--- src/rtl/branch_predict_ctrl.sv ---
// Bimodal branch predictor with ID-stage early redirect and a one-cycle registered EX mispredict recovery.
// Optional `BRANCH_PERF_EN adds BranchCount / MispredCount performance counters.
module branch_predict_ctrl #(
  parameter int BHT_ENTRIES = 16,
  parameter int IDX_W       = 4
) (
  input  logic        clk,
  input  logic        rst,
  input  logic        IdValid,
  input  logic        IdIsBranch,
  input  logic        IdIsJal,
  input  logic [31:0] IdPc,
  input  logic [31:0] IdTarget,
  output logic        IdPredTaken,
  output logic        IdRedirect,
  output logic [31:0] IdRedirectPc,
  input  logic        ExValid,
  input  logic        ExIsBranch,
  input  logic        ExIsJump,
  input  logic [31:0] ExPc,
  input  logic        ExPredTaken,
  input  logic        BranchTaken,
  input  logic [31:0] NewPc,
  output logic        RedirectValid,
  output logic [31:0] RedirectPc,
  output logic        FlushIfId,
  output logic        FlushIdEx
`ifdef BRANCH_PERF_EN
  ,
  output logic [31:0] BranchCount,
  output logic [31:0] MispredCount
`endif
);

  typedef enum logic {
    ST_RUN     = 1'b0,
    ST_RECOVER = 1'b1
  } state_t;

  state_t r_state;
  state_t w_state_next;

  logic [IDX_W-1:0]       w_id_idx;
  logic [IDX_W-1:0]       w_ex_idx;
  logic [BHT_ENTRIES-1:0] w_ctr_msb;
  logic                   w_run;
  logic                   w_mispredict;
  logic                   w_train;
  logic                   w_pred_taken;

  logic        r_redirect_valid;
  logic [31:0] r_redirect_pc;
  logic        r_flush_if_id;
  logic        r_flush_id_ex;
  logic        w_redirect_valid_next;
  logic [31:0] w_redirect_pc_next;
  logic        w_flush_next;

  logic w_unused_pc_bits;

  assign w_id_idx = IdPc[IDX_W+1:2];
  assign w_ex_idx = ExPc[IDX_W+1:2];
  assign w_unused_pc_bits = &{1'b0, IdPc[31:IDX_W+2], IdPc[1:0],
                              ExPc[31:IDX_W+2], ExPc[1:0]};

  assign w_run        = (r_state == ST_RUN);
  assign w_mispredict = w_run & ExValid & (ExIsBranch | ExIsJump) &
                        (ExPredTaken != BranchTaken);
  assign w_train      = w_run & ExValid & ExIsBranch;

  // One saturating counter per entry; only the MSB (direction) leaves the entry.
  generate
    for (genvar gi = 0; gi < BHT_ENTRIES; gi++) begin : g_bht
      logic [1:0] r_cnt;
      always_ff @(posedge clk) begin
        if (rst) begin
          r_cnt <= 2'b01;
        end else if (w_train && (w_ex_idx == IDX_W'(gi))) begin
          if (BranchTaken && (r_cnt != 2'b11)) begin
            r_cnt <= r_cnt + 2'd1;
          end else if (!BranchTaken && (r_cnt != 2'b00)) begin
            r_cnt <= r_cnt - 2'd1;
          end
        end
      end
      assign w_ctr_msb[gi] = r_cnt[1];
    end
  endgenerate

  // Table read sees the pre-update value when EX trains the same entry this cycle.
  assign w_pred_taken = w_run & IdValid &
                        ((IdIsBranch & w_ctr_msb[w_id_idx]) | IdIsJal);

  assign IdPredTaken  = w_pred_taken;
  assign IdRedirect   = w_pred_taken & ~w_mispredict;
  assign IdRedirectPc = IdTarget;

  always_ff @(posedge clk) begin
    if (rst) begin
      r_state <= ST_RUN;
    end else begin
      r_state <= w_state_next;
    end
  end

  always_comb begin
    w_state_next          = r_state;
    w_redirect_valid_next = 1'b0;
    w_redirect_pc_next    = 32'd0;
    w_flush_next          = 1'b0;
    case (r_state)
      ST_RUN: begin
        if (w_mispredict) begin
          w_state_next          = ST_RECOVER;
          w_redirect_valid_next = 1'b1;
          w_redirect_pc_next    = NewPc;
          w_flush_next          = 1'b1;
        end
      end
      ST_RECOVER: begin
        w_state_next = ST_RUN;
      end
      default: begin
        w_state_next = ST_RUN;
      end
    endcase
  end

  always_ff @(posedge clk) begin
    if (rst) begin
      r_redirect_valid <= 1'b0;
      r_redirect_pc    <= 32'd0;
      r_flush_if_id    <= 1'b0;
      r_flush_id_ex    <= 1'b0;
    end else begin
      r_redirect_valid <= w_redirect_valid_next;
      r_redirect_pc    <= w_redirect_pc_next;
      r_flush_if_id    <= w_flush_next;
      r_flush_id_ex    <= w_flush_next;
    end
  end

  assign RedirectValid = r_redirect_valid;
  assign RedirectPc    = r_redirect_pc;
  assign FlushIfId     = r_flush_if_id;
  assign FlushIdEx     = r_flush_id_ex;

`ifdef BRANCH_PERF_EN
  logic [31:0] r_branch_count;
  logic [31:0] r_mispred_count;

  // Both qualifiers already exclude RECOVER, so the counts freeze there.
  always_ff @(posedge clk) begin
    if (rst) begin
      r_branch_count  <= 32'd0;
      r_mispred_count <= 32'd0;
    end else begin
      if (w_train) begin
        r_branch_count <= r_branch_count + 32'd1;
      end
      if (w_mispredict) begin
        r_mispred_count <= r_mispred_count + 32'd1;
      end
    end
  end

  assign BranchCount  = r_branch_count;
  assign MispredCount = r_mispred_count;
`endif

endmodule

--- config.mk ---
export PLATFORM = sky130hd
export DESIGN_NAME = branch_predict_ctrl
export DESIGN_NICKNAME = d
export VERILOG_FILES = /design/src/rtl/branch_predict_ctrl.sv
export SDC_FILE = /design/constraint.sdc
export NUM_CORES = 1
export LEC_CHECK = 0
export ABC_CLOCK_PERIOD_IN_PS = 5900
export CAP_MARGIN = 40
export CORE_UTILIZATION = 40
export CTS_CLUSTER_SIZE = 24
export DETAILED_ROUTE_END_ITERATION = 6
export PLACE_DENSITY = 0.89
export SYNTH_ARGS = -nofsm -noshare
export SYNTH_HDL_FRONTEND = slang
export SYNTH_SLANG_ARGS = --single-unit
--- constraint.sdc ---
create_clock -name clk -period 5.9 [get_ports clk]
set_clock_uncertainty 0.05 [all_clocks]
set_input_delay 1.77 -clock clk [delete_from_list [all_inputs] [get_ports clk]]
set_output_delay 1.77 -clock clk [all_outputs]
set_load 0.005 [all_outputs]
======== Word-level counts from Yosys, hierarchy flattened ========
Index checks and enable logic that the tools add are counted.
storage, ports and cells
  word-level logic and storage cells ...... 232
  register bits ........................... 66
  bits of input ports ..................... 138
  output and inout port bits .............. 69
cells by class
  equality and inequality tests ........... 32
  bitwise gates (word level) .............. 12
  muxes and demuxes ....................... 36
  add/sub/neg operators ................... 32
  reductions and logical operators ........ 100
  order comparisons ....................... 1
operators by type and width
  operator             count
  $mux 2               32
  $reduce_bool 2->1    32
  $logic_and 1x1->1    48
  $add 2x1->2 const B  16
  $eq 4x4->1 const B   8
  $ne 2x2->1 const B   16
  $reduce_and 2->1     16
  $sub 2x1->2 const B  16
  $eq 4x3->1 const B   4
  $and 1x1->1          8
  $eq 4x2->1 const B   2
  $lt 4x5->1 const B   1
  $bmux 1 s4           1
  $eq 4x1->1 const B   1
  $logic_not 4->1      1
  $reduce_or 3->1      1
  $mux 1               2
  $not 1->1            2
  $or 1x1->1           2
  $pmux 1 s2           1
  $reduce_or 2->1      1
  $logic_not 1->1      1
  $ne 1x1->1           1

======== Longest topological paths before layout ========
  depth after elaboration ................. 6
  gate-level depth with buffers ........... 6

======== Worst setup path before layout ========
OpenSTA, ideal clock, no wires.
  path type ............................... in2out
  start point ............................. input port IdPc[3]
  end point ............................... output port IdRedirect
  stages on the path ...................... 4
  data required time ...................... 4.080 ns
  data arrival time ....................... 2.745 ns
  slack ................................... 1.335 ns
  cells stage by stage .................... buf_2 > mux2_2 > o311ai_0 > a31oi_1
on the way
  cells in the longest elaborated chain, start to end .. 6
ends and longest elaborated chain
  item                          line  RTL
  start, declared               12    input logic [31:0] IdPc,
  $bmux 1 s4                    92    ((IdIsBranch & w_ctr_msb[w_id_idx]) | IdIsJal);
  $mux 1 (implied by the code)  92
  $and 1x1->1                   92
  $or 1x1->1                    92
  $and 1x1->1                   91    assign w_pred_taken = w_run & IdValid &
  $and 1x1->1                   95    assign IdRedirect = w_pred_taken & ~w_mispredict;
  end, declared                 15    output logic IdRedirect,
Every way passes these cells. The select of a mux whose other input is x is not followed.

======== Worst setup path in the final report ========
  start point ............................. input port IdPc[2]
  end point ............................... output port IdPredTaken
on the way
  cells in the longest elaborated chain, start to end .. 5
ends and longest elaborated chain
  item                          line  RTL
  $bmux 1 s4                    92
  $mux 1 (implied by the code)  92
  $and 1x1->1                   92
  $or 1x1->1                    92
  $and 1x1->1                   91
  end, declared                 14    output logic IdPredTaken,
Every way passes these cells. The select of a mux whose other input is x is not followed.

==> metrics.log <==
[metrics] sequential-to-total area share from yosys stat: 0.4045
[metrics] final HPWL from detailed placement: 5776 um
[metrics] category of the most critical setup path: input port to output pin
[metrics] cell count after synthesis: 348
[metrics] worst-path maximum fanout: 5
[metrics] critical path data required time: 4.08 ns
[metrics] arrival time of data at the critical path endpoint: 3.85 ns
[metrics] setup tns final: 0 ns
[metrics] count leader, synth: sky130_fd_sc_hd__dfxtp_1
[metrics] clock-pin slew on the worst setup and hold paths: 0.07 ns
[metrics] final core area utilization: 0.5272
[metrics] number of nets in the final layout: 536
[metrics] total iterations of the first detailed-routing run: 4
[metrics] CTS Buffer Depth: 2
[metrics] capturing element type of the critical path: output pin
[metrics] All-Layer GR Usage: 0.2021
[metrics] share of post-route cells with drive strength above 1: 0.1042
[metrics] Core Footprint: 7767 um2
[metrics] Yosys reg bits: 65
[metrics] slowest stage delay, CP: 0.64 ns
[metrics] Cell Pwr Density: 235.5 nW/um2
[metrics] most used flip-flop cell after synthesis: sky130_fd_sc_hd__dfxtp_1
[metrics] antenna fix cells: 0
[metrics] total wire length: 8135 um
[metrics] post-DR wirelength/cell: 16.11 um
[metrics] synthesized area divided by synthesized cell count: 9.244 um2
[metrics] Final Hold Violating Endpoints: 0
[metrics] library cell appearing most often on the critical path: sky130_fd_sc_hd__clkdlybuf4s50_1
[metrics] Die Height: 91.68 um
[metrics] width of the die: 91.68 um
[metrics] Antenna Violating Nets Remaining: 0
[metrics] number of max-slew violations in the final report: 0
[metrics] buffers and inverters on the worst path: 2
[metrics] async set-or-reset flop fraction in the synthesized netlist: 0
[metrics] setup fix buffers added after clock tree synthesis: 0
[metrics] setup violation total in the final timing report: 0
[metrics] number of flops mapped to enable cells by yosys: 0
[metrics] Rel. slew slack: 0.5987
[metrics] number of global-route vias before repair: 2781
[metrics] number of cell rows: 32
[metrics] effective utilization at floorplan: 0.4141
[metrics] area growth from synthesis to final layout: 27.30%
[metrics] worst-margin pin slew: 0.6019 ns
[metrics] pin count of the biggest net entering global routing: 44
[metrics] number of placed I/O pins: 207
[metrics] result of the run: completed
[metrics] Skew-Pair Late Insertion Delay: 0.35 ns
[metrics] IR Drop Worst-Case VDD: 169.0 uV
[metrics] CP max stage cell: sky130_fd_sc_hd__clkdlybuf4s50_1
[metrics] DR iter-0 viols: 180
[metrics] number of CTS-inserted buffers: 9
[metrics] Max-cap violations: 0
[metrics] CP top delay family: buffers and inverters
[metrics] final worst path period need: 5.668 ns
[metrics] first-pass GRT wire length: 13000 um
[metrics] Max Clock Freq: 0.1764 GHz
[metrics] root cell of the clock tree: sky130_fd_sc_hd__clkbuf_8
[metrics] leading post-synthesis cells by cell area: sky130_fd_sc_hd__dfxtp_1, sky130_fd_sc_hd__buf_4, sky130_fd_sc_hd__and2_1
[metrics] final RePlAce weighted congestion: 0.7683
[metrics] vias per inst: 5.521
[metrics] Cell variety after synth: 48
[metrics] leakage power of the design: 1.617 nW
[metrics] post-cts repair resize count: 0
[metrics] crit start category: input port
[metrics] Critical Path, Cell by Cell: clkdlybuf4s50_1, mux4_2, mux2i_1, or3_1, nand3_1, clkdlybuf4s50_1
[metrics] Post-Syn Nets: 486
[metrics] Post-synth top cells: sky130_fd_sc_hd__dfxtp_1, sky130_fd_sc_hd__buf_4, sky130_fd_sc_hd__nor2_1, sky130_fd_sc_hd__and2_1
[metrics] number of design rule violations left after detail routing: 0
[metrics] filler instances: 682
[metrics] unrepaired setup endpoints after global routing: no
[metrics] kind of path behind the tightest hold check: register to register
[metrics] grt ovf: 0
[metrics] number of sinks on the clock net: 65
[metrics] CTS tree: yes
[metrics] die footprint: 8404 um2
[metrics] top cell type's share of synthesized area: 0.4045
[metrics] library cell occupying the most area in the post-synthesis netlist: sky130_fd_sc_hd__dfxtp_1
[metrics] number of hold buffers added after CTS: 0
[metrics] count of vias placed by the detailed router: 2788
[metrics] final cycle utilization of the critical path: 0.9607
[metrics] worst hold slack: 0.4752 ns
[metrics] quantity of I/O buffers inserted on ports: 86
[metrics] flop2flop setup slack: 3.96 ns
[metrics] number of H-tree levels: 3
[metrics] count of synthesis-stage warnings from yosys: 0
[metrics] initial antenna violation count: 0
[metrics] cell area after synthesis: 3217 um2
==> cells in the final DEF, fill, tap and decap left out, drive strengths merged, types with 2 or more instances in the layout <==
cell	instances
a2111oi	9
a211oi	9
a21oi	10
a41oi	12
and2	33
and3	4
buf	5
clkbuf	9
clkdlybuf4s50	86
clkinvlp	2
dfxtp	65
inv	18
mux2	2
mux2i	15
mux4	2
nand2	13
nand2b	2
nand3	8
nand3b	2
nor2	36
nor2b	2
nor3	17
nor4	8
o211ai	2
o21ai	11
o31ai	3
or3	3
==> worst reg2reg max path, stage by stage, from the launching register on <==
cell                        delay (ns)
sky130_fd_sc_hd__dfxtp_1          0.45
sky130_fd_sc_hd__and4b_1          0.63
sky130_fd_sc_hd__and3_2           0.32
sky130_fd_sc_hd__a21oi_1          0.09
sky130_fd_sc_hd__a2111oi_2        0.31
==> flip-flops by register name, summed over array words and instances, names as in the netlist <==
signal and flops:
r_state 1, RedirectPc 32, g_bht.r_cnt 32
==> final cells by class <==
type | instances | area [um2] | share of cell area
Clock inverter | 7 | 87.58 | 0.02139
Timing Repair Buffer | 91 | 905.9 | 0.2212
Sequential cell | 65 | 1301 | 0.3178
Tap cell | 102 | 127.6 | 0.03116
Inverter | 15 | 56.30 | 0.01375
Multi-Input combinational cell | 216 | 1493 | 0.3645
Clock buffer | 9 | 123.9 | 0.03025
==> through the flow <==
stage | cells | setup slack, ns | area [um2] | power [W]
floorplan | 348 | 1.335 | 3217 | 0.0005318
global placement | 488 | 0.2113 | 3869 | 0.0005715
detailed placement | 489 | 0.2048 | 3884 | 0.0005774
CTS | 505 | 0.1995 | 4095 | 0.0009721
global route | 505 | 0.1293 | 4095 | 0.001004
finish | 505 | 0.2318 | 4095 | 0.0009645
==> where the power goes <==
| group | internal, W | total (W) | switching, W | leakage, nW |
|---|---|---|---|---|
| combinational | 0.0000615 | 0.000112 | 0.0000503 | 0.991 |
| sequential | 0.000449 | 0.000456 | 0.00000766 | 0.527 |
| clock | 0.000203 | 0.000396 | 0.000194 | 0.0996 |
==> cells by family (layout without fill, tap and decap cells) <==
| logic type | Yosys count | after routing | synth area share |
|---|---|---|---|
| compound gates | 63 | 63 | 0.1521 |
| buf+inv | 67 | 122 | 0.1315 |
| flops | 65 | 65 | 0.4045 |
| mux | 19 | 19 | 0.06768 |
| simple gates | 134 | 134 | 0.2443 |
==> final timing paths <==
check	cells after the start	endpoint	start
max	6	IdPredTaken	IdPc[2]
min	2	g_bht[15].r_cnt[1]$_SDFFE_PP0P_	g_bht[15].r_cnt[0]$_SDFFE_PP1P_
max reg2reg	4	g_bht[8].r_cnt[1]$_SDFFE_PP0P_	r_state$_SDFF_PP0_
min reg2reg	2	g_bht[15].r_cnt[1]$_SDFFE_PP0P_	g_bht[15].r_cnt[0]$_SDFFE_PP1P_
==> per-layer routing <==
| metal | global-route usage | wire length [um] |
|---|---|---|
| met5 | 0 | 0 |
| met4 | 0.1098 | 244 |
| met3 | 0.08209 | 836 |
| met2 | 0.3352 | 4050 |
| met1 | 0.2196 | 3004 |
Note: power is estimated with default switching activity, not from simulation.
